--- src/rtl/alu32_if.sv ---
// Operand/opcode/result bundle for the execute-stage ALU.
// The master drives operands and opcode; the ALU, as slave, returns the registered result and zero flag.
interface alu32_if;
  logic [31:0] OP1;
  logic [31:0] OP2;
  logic [3:0]  OPRN;
  logic [31:0] OUT;
  logic        ZERO;

  modport master (output OP1, output OP2, output OPRN, input OUT, input ZERO);
  modport slave  (input OP1, input OP2, input OPRN, output OUT, output ZERO);
endinterface

--- src/rtl/alu32.sv ---
// 32-bit execute-stage ALU: add/sub/mul/shifts/logic/slt with a registered result and zero flag.
// Outputs have one cycle of latency, and reset is synchronous and active-high.
module alu32 (
  input  logic    CLK,
  input  logic    RST,
  alu32_if.slave  bus
);

  typedef enum logic [3:0] {
    OP_ADD = 4'b0001,
    OP_SUB = 4'b0010,
    OP_MUL = 4'b0011,
    OP_SRL = 4'b0100,
    OP_SLL = 4'b0101,
    OP_AND = 4'b0110,
    OP_OR  = 4'b0111,
    OP_NOR = 4'b1000,
    OP_SLT = 4'b1001
  } opcode_e;

  logic        sub_sel;
  logic [31:0] addb;
  logic [31:0] addres;
  logic [31:0] prod;
  logic        ovf;
  logic        lt;
  logic        shift_kill;
  logic [31:0] srl_res;
  logic [31:0] sll_res;
  logic [31:0] res;

  // sub and slt share the adder, which computes OP1 + ~OP2 + 1
  always_comb begin
    sub_sel = (bus.OPRN == OP_SUB) || (bus.OPRN == OP_SLT);
    addb    = sub_sel ? ~bus.OP2 : bus.OP2;
    addres  = bus.OP1 + addb + {31'b0, sub_sel};
    prod    = bus.OP1 * bus.OP2;
    ovf     = (bus.OP1[31] != bus.OP2[31]) && (addres[31] != bus.OP1[31]);
    lt      = addres[31] ^ ovf;
  end

  // Five-stage barrel shifters; any set bit in OP2[31:5] forces the result to zero
  always_comb begin
    shift_kill = |bus.OP2[31:5];
    srl_res    = bus.OP1;
    sll_res    = bus.OP1;
    for (int unsigned i = 0; i < 5; i++) begin
      if (bus.OP2[i]) begin
        srl_res = srl_res >> (1 << i);
        sll_res = sll_res << (1 << i);
      end
    end
    if (shift_kill) begin
      srl_res = '0;
      sll_res = '0;
    end
  end

  always_comb begin
    res = '0;
    case (bus.OPRN)
      OP_ADD:  res = addres;
      OP_SUB:  res = addres;
      OP_MUL:  res = prod;
      OP_SRL:  res = srl_res;
      OP_SLL:  res = sll_res;
      OP_AND:  res = bus.OP1 & bus.OP2;
      OP_OR:   res = bus.OP1 | bus.OP2;
      OP_NOR:  res = ~(bus.OP1 | bus.OP2);
      OP_SLT:  res = {31'b0, lt};
      default: res = '0;
    endcase
  end

  always_ff @(posedge CLK) begin
    if (RST) begin
      bus.OUT  <= '0;
      bus.ZERO <= 1'b1;
    end else begin
      bus.OUT  <= res;
      bus.ZERO <= (res == '0);
    end
  end

endmodule

--- src/flat_wrapper.sv ---
// flat-port wrapper written by rule: the top's interface ports become plain ports
module alu32_flat 
  (CLK, RST, bus_OP1, bus_OP2, bus_OPRN, bus_OUT, bus_ZERO);
  alu32_if bus_i ();
  input  logic CLK;
  input  logic RST;
  input wire logic [$bits(bus_i.OP1)-1:0] bus_OP1;
  input wire logic [$bits(bus_i.OP2)-1:0] bus_OP2;
  input wire logic [$bits(bus_i.OPRN)-1:0] bus_OPRN;
  output wire logic [$bits(bus_i.OUT)-1:0] bus_OUT;
  output wire logic [$bits(bus_i.ZERO)-1:0] bus_ZERO;
  assign bus_i.OP1 = bus_OP1;
  assign bus_i.OP2 = bus_OP2;
  assign bus_i.OPRN = bus_OPRN;
  assign bus_OUT = bus_i.OUT;
  assign bus_ZERO = bus_i.ZERO;
  alu32 u_core (.CLK(CLK), .RST(RST), .bus(bus_i));
endmodule
--- config.mk ---
export PLATFORM = sky130hd
export DESIGN_NAME = alu32_flat
export DESIGN_NICKNAME = d
export VERILOG_FILES = /design/src/rtl/alu32_if.sv /design/src/rtl/alu32.sv /design/src/flat_wrapper.sv
export SDC_FILE = /design/constraint.sdc
export NUM_CORES = 2
export LEC_CHECK = 0
export CORE_MARGIN = 5
export CORE_UTILIZATION = 36
export CTS_CLUSTER_DIAMETER = 200
export DETAILED_ROUTE_END_ITERATION = 6
export PLACE_DENSITY_LB_ADDON = 0.05
export SLEW_MARGIN = 15
export SYNTH_ARGS = -nofsm -noshare
export SYNTH_HDL_FRONTEND = slang
export SYNTH_SLANG_ARGS = --single-unit
--- constraint.sdc ---
create_clock -name CLK -period 9.97 [get_ports CLK]
set_clock_uncertainty 0.1 [all_clocks]
set_input_delay 2.4925 -clock CLK [delete_from_list [all_inputs] [get_ports CLK]]
set_output_delay 2.4925 -clock CLK [all_outputs]
set_load 0.03 [all_outputs]
==> Yosys cells after proc, flatten, opt, wreduce, memory -nomap -nowiden <==
Cells that the tools add are included.
{ "word_totals": {"reg_bits": 33, "input_bits": 70, "out_inout_bits": 33, "word_cells": 40} }
{ "classes": {"add_sub_neg": 2, "mul": 1, "n_eq_ne": 11, "muxes": 14, "bitwise": 5, "n_reduce_logical": 5} }
{ "op_table": {"columns": ["cell", "count"], "rows": [
  ["$mux W32", 13],
  ["$pmux W32 S8", 1],
  ["$not A32 Y32", 2],
  ["$add A32 B1 Y32", 1],
  ["$add A32 B32 Y32", 1],
  ["$and A32 B32 Y32", 1],
  ["$logic_not A32 Y1", 1],
  ["$mul A32 B32 Y32", 1],
  ["$or A32 B32 Y32", 1],
  ["$reduce_or A27 Y1", 1],
  ["$eq A4 B3 Y1 const B", 4],
  ["$eq A4 B2 Y1 const B", 2],
  ["$eq A4 B4 Y1 const B", 2],
  ["$eq A4 B1 Y1 const B", 1],
  ["$ne A1 B1 Y1", 2],
  ["$reduce_or A2 Y1", 1],
  ["$logic_and A1 B1 Y1", 1],
  ["$logic_or A1 B1 Y1", 1],
  ["$xor A1 B1 Y1", 1]
]} }

==> Depth between registers and ports, before layout <==
{ "logic_depth": {"word_depth": 10, "mapped_depth": 33} }

==> Least setup slack after synthesis <==
No wires, ideal clock.
{ "synth_timing": {"kind": "input-to-reg", "startpoint": "input bus_OP2[3]", "endpoint": "register u_core.bus.ZERO", "setup_time_ns": 0.059, "arrival_time_ns": 10.535, "required_time_ns": 9.811, "setup_slack_ns": -0.724, "path_stages": 29, "path_buffers": 7, "path_cell_list": "clkbuf_1 clkbuf_1 clkbuf_1 buf_1 clkbuf_1 clkbuf_1 and2_1 fa_1 inv_1 fa_1 fa_1 fa_1 inv_1 fa_1 fa_1 fa_1 fa_1 ha_1 clkbuf_1 o21ai_0 a21o_1 a21oi_1 o22ai_1 or3_1 a2111oi_2 o2111a_1 and4_1 and4_1 a31o_1"} }
{ "synth_between": {"elab_chain_cells": 9, "elab_cells_between_ends": 19, "classes_between": "add/sub (2); mul (1); eq/ne (1); mux (8); bitwise (5); reduce/logical (2)"} }
{ "synth_lines": {"columns": ["element", "line", "rtl"], "rows": [
  ["from (decl)", "flat_wrapper.sv:8", "input wire logic [$bits(bus_i.OP2)-1:0] bus_OP2;"],
  ["$not A32 Y32", "alu32.sv:35", "addb = sub_sel ? ~bus.OP2 : bus.OP2;"],
  ["$mux W32", "alu32.sv:35", null],
  ["$add A32 B32 Y32", "alu32.sv:36", "addres = bus.OP1 + addb + {31'b0, sub_sel};"],
  ["$add A32 B1 Y32", "alu32.sv:36", null],
  ["$ne A1 B1 Y1", "alu32.sv:38", "ovf = (bus.OP1[31] != bus.OP2[31]) && (addres[31] != bus.OP1[31]);"],
  ["$logic_and A1 B1 Y1", "alu32.sv:38", null],
  ["$xor A1 B1 Y1", "alu32.sv:39", "lt = addres[31] ^ ovf;"],
  ["$pmux W32 S8 (*)", "alu32.sv:61", "case (bus.OPRN)"],
  ["$logic_not A32 Y1 (*)", "alu32.sv:81", "bus.ZERO <= (res == '0);"],
  ["to (signal assigned)", "alu32.sv:81", null],
  ["to (decl)", "alu32_if.sv:11", "modport slave (input OP1, input OP2, input OPRN, output OUT, output ZERO);"]
]} }
Every way passes the cells marked *; elsewhere a longest branch is shown, timed or not.
A chain may end at the register's enable or synchronous reset.

==> Worst setup path after layout <==
{ "layout_timing": {"startpoint": "input bus_OP1[8]", "endpoint": "register u_core.bus.ZERO"} }
{ "layout_between": {"elab_chain_cells": 8, "elab_cells_between_ends": 23, "classes_between": "add/sub (2); mul (1); eq/ne (1); mux (13); bitwise (4); reduce/logical (2)"} }
{ "layout_lines": {"columns": ["element", "line", "rtl"], "rows": [
  ["from (decl)", "flat_wrapper.sv:7", "input wire logic [$bits(bus_i.OP1)-1:0] bus_OP1;"],
  ["parallel branches: the longest is 6 deep, another holds $add A32 B32 Y32", null, null],
  ["$pmux W32 S8 (*)", "alu32.sv:61", null],
  ["$logic_not A32 Y1 (*)", "alu32.sv:81", null]
]} }
Mark *: on every way between the ends.

==> impl_metrics.tcl <==
set metrics [dict create \
    run_status "finished, final reports clean" \
    synthAdderAreaFrac_pct 41.9 \
    maximum_number_of_pins_on_one_net_before_global_route_repair 60 \
    dr_total_vias 22700 \
    fp-row-count 95 \
    worst_slew_pin_slew_ns 1.36 \
    finalCritPeriodShare_pct 97.6 \
    finalInstanceArea_um2 29300 \
    final-setup-viol-count 0 \
    yosys_warnings 0 \
    yosys_register_bits 33 \
    multi_input_logic_area_um2 21500 \
    drt_wl_total_mm 117 \
    worst-path-max-fanout 6 \
    ys_seq_area_share_pct 2.72 \
    min_path_cells 6 \
    clock_sinks 33 \
    clock_tree_buffer_depth 2 \
    final.fill_count 6787 \
    timing.critical_path.slowest_stage_cell "sky130_fd_sc_hd__fa_1" \
    endpoint_kind "register" \
    cts-root-buf "sky130_fd_sc_hd__clkbuf_16" \
    yosys.cell_types.count 92 \
    cts_tree "yes" \
    seqCellArea_um2 661 \
    syn_std_cell_area_um2 24300 \
    groute.layer.met3.usage_pct 4.90 \
    grt.busiest_layer "met2" \
    maxCapViolCount 0 \
    timing.slew.headroom_pct 8.34 \
    detail_route.wl_per_cell_um 29.4 \
    final-max-slew-violation-count 0 \
    drt_iter0_markers 1995 \
    synth_top_area_share_pct 33.7 \
    critPathKind "in2reg" \
    drcViolationCount 0 \
    groute.layer.met1.usage_pct 42.5 \
    worst_path_largest_cell_delay_ns 0.53 \
    number_of_antenna_violating_nets_in_the_routed_design 0 \
    synth.avg_cell_area_um2 8.47 \
    clk_transition_reported_paths_ns 0.07 \
    ctsHtreeMaxLevel 2 \
    synthDominantAreaCellType "sky130_fd_sc_hd__fa_1" \
    post_synth_and_or_nand_nor_area_fraction_pct 19.9 \
    timing.critical_path.max_delay_family "adder cells" \
    horiz_die_dim_um 270 \
    grt.met2_usage_pct 51.2 \
    hold_path_end "u_core.bus.OUT[31]" \
    floorplan.initialDensity_pct 36.2 \
    layout_min_cycle_time_ns 9.73 \
    drt_first_pass_iters 6 \
    grt_antenna_before_repair 10 \
    final.hold.worst_slack_ns 2.88 \
    min-delay-start "bus_OPRN[0]" \
    number_of_global_route_vias_before_repair 23700 \
    nature_of_the_critical_path_startpoint "input port" \
    critical_path_required_ns 10.10 \
    number_of_primary_i_o_pins 103 \
    dp_hpwl_mm 95.0 \
    grt_first_pass_wirelength_mm 169 \
    synth_compound_gate_area_share_pct 12.8 \
    synth_common_cells "sky130_fd_sc_hd__fa_1 (409), sky130_fd_sc_hd__inv_1 (388), sky130_fd_sc_hd__and2_1 (332), sky130_fd_sc_hd__nand2_1 (319), sky130_fd_sc_hd__clkbuf_1 (205)" \
    die_area_um2 72700 \
    fin_nets 3732 \
    finalWeightedCongestion 1.03 \
    synth.mux.area_fraction_pct 7.88 \
    post_drt_via_cell_ratio 5.71 \
    synth.most_common_cell "sky130_fd_sc_hd__fa_1" \
    worst_ep_arrival_time_ns 9.86 \
    placed_standard_cell_area_um2 28600 \
    maxClockFrequency_mhz 103 \
    quantity_of_i_o_buffers_inserted_on_ports 102 \
    finalHoldViolations 0 \
    final_layout_size_suffix_gt1_share_pct 17.2 \
    synth_area_leaders "sky130_fd_sc_hd__fa_1 (34%), sky130_fd_sc_hd__and2_1 (8.6%), sky130_fd_sc_hd__ha_1 (8.1%), sky130_fd_sc_hd__inv_1 (6.0%), sky130_fd_sc_hd__nand2_1 (4.9%)" \
    holdCritPathClass "in2reg" \
    synth_top_flop_cell "sky130_fd_sc_hd__dfxtp_1" \
    cts_made_buffers 5 \
    synth_top_family_by_area "adder cells" \
    yosys.area_share.xor_xnor_pct 4.65 \
    overall_global_routing_usage_pct 31.3 \
    grt_overflow_total 0 \
    fp.dieH_um 270 \
    cell_repeated_most_along_the_worst_path "sky130_fd_sc_hd__fa_1" \
    synth_enable_flop_cells 0 \
    syn2layout_area_growth_pct 20.8 \
    synth_cells 2865 \
    floorplan_core_area_um2 67000 \
    syn_nets 3502 \
    cp.buffers_inverters 5 \
    post_synthesis_async_set_or_reset_flop_share_pct 0 \
]
==> state kept, by name (all words and copies together), names as in the netlist <==
register         cells
u_core.bus.ZERO      1
u_core.bus.OUT      32
==> repair_timing <==
item / in CTS / in global routing
gates resized for setup: 35 / 87
cloned: 0 / 2
buffers inserted: 2 / 6
hold buffers: 0 / 0
setup endpoints to repair: 3 / 4
pin swaps: 19 / 40
==> layer usage <==
metal / up-vias / wire (um)
met5: - / 34
met4: 6 / 5050
met3: 222 / 8190
met2: 997 / 53800
met1: 11600 / 49500
li1: 9834 / -
==> worst min-delay path, delay by kind of cell <==
kind,cells,cell delay [ns]
AND/OR/NAND/NOR,4,0.32
buffers and inverters,2,0.41
==> placed cells by master (no fill, tap or decap), types with 27 or more instances in the layout <==
cell,Yosys,final
sky130_fd_sc_hd__o21ai_0,70,64
sky130_fd_sc_hd__nand2_1,319,318
sky130_fd_sc_hd__clkdlybuf4s50_1,0,68
sky130_fd_sc_hd__o2111ai_1,28,28
sky130_fd_sc_hd__mux2i_1,53,53
sky130_fd_sc_hd__xor2_1,50,49
sky130_fd_sc_hd__nand3_1,27,27
sky130_fd_sc_hd__nor2_1,110,109
sky130_fd_sc_hd__buf_4,7,297
sky130_fd_sc_hd__buf_12,1,48
sky130_fd_sc_hd__ha_1,158,150
sky130_fd_sc_hd__inv_1,388,384
sky130_fd_sc_hd__fa_1,409,398
sky130_fd_sc_hd__a21oi_1,85,80
sky130_fd_sc_hd__and2_1,332,325
sky130_fd_sc_hd__nor3_1,40,37
sky130_fd_sc_hd__dfxtp_1,33,33
sky130_fd_sc_hd__xnor2_1,79,76
sky130_fd_sc_hd__mux4_2,46,46
==> cell families (layout without fill, tap and decap cells) <==
logic type,Yosys count,count (layout)
flip-flops,33,33
AND/OR/NAND/NOR,948,948
AO/OA/AOI/OAI,434,434
other,0,1
multiplexers,124,124
adder cells (fa/ha/maj),568,568
XOR/XNOR,129,129
buffers and inverters,629,860
==> worst max-delay path by stage <==
stage | slack (ns) | end | from | depth (start not counted)
after floorplan | 0.01 | u_core.bus.ZERO | bus_OP2[4] | 29
after global placement | -0.64 | u_core.bus.ZERO | bus_OP1[16] | 26
after detailed placement | -0.69 | u_core.bus.ZERO | bus_OP1[12] | 28
after CTS | 0.01 | u_core.bus.ZERO | bus_OP1[13] | 28
after global routing | -0.005 | u_core.bus.ZERO | bus_OP1[8] | 30
final | 0.24 | u_core.bus.ZERO | bus_OP1[8] | 25
==> area by class of cell <==
class / instances / share of cell area [%]
clock buffer: 5 / 0.426
inverter: 390 / 4.99
sequential: 33 / 2.25
clock inverter: 3 / 0.0597
antenna: 1 / 0.00853
tap: 873 / 3.72
timing repair buffer: 462 / 15.1
multi-input combinational: 2203 / 73.5
==> stage by stage <==
| stage | setup WS (ns) | cells | utilization [%] | TNS (ns) |
|---|---|---|---|---|
| after floorplan | 0.0144 | 2865 | - | 0 |
| after global placement | -0.645 | 3953 | 42.7 | -2.06 |
| after detailed placement | -0.693 | 3953 | 42.7 | -2.15 |
| after CTS | 0.0125 | 3962 | 43.2 | 0 |
| after global routing | -0.00484 | 3969 | 43.8 | -0.00484 |
| final | 0.240 | 3970 | 43.8 | 0 |
Power is left out: the tool's default activity adds up to more than one toggle a clock period on the data nets, which glitch-free logic cannot reach.
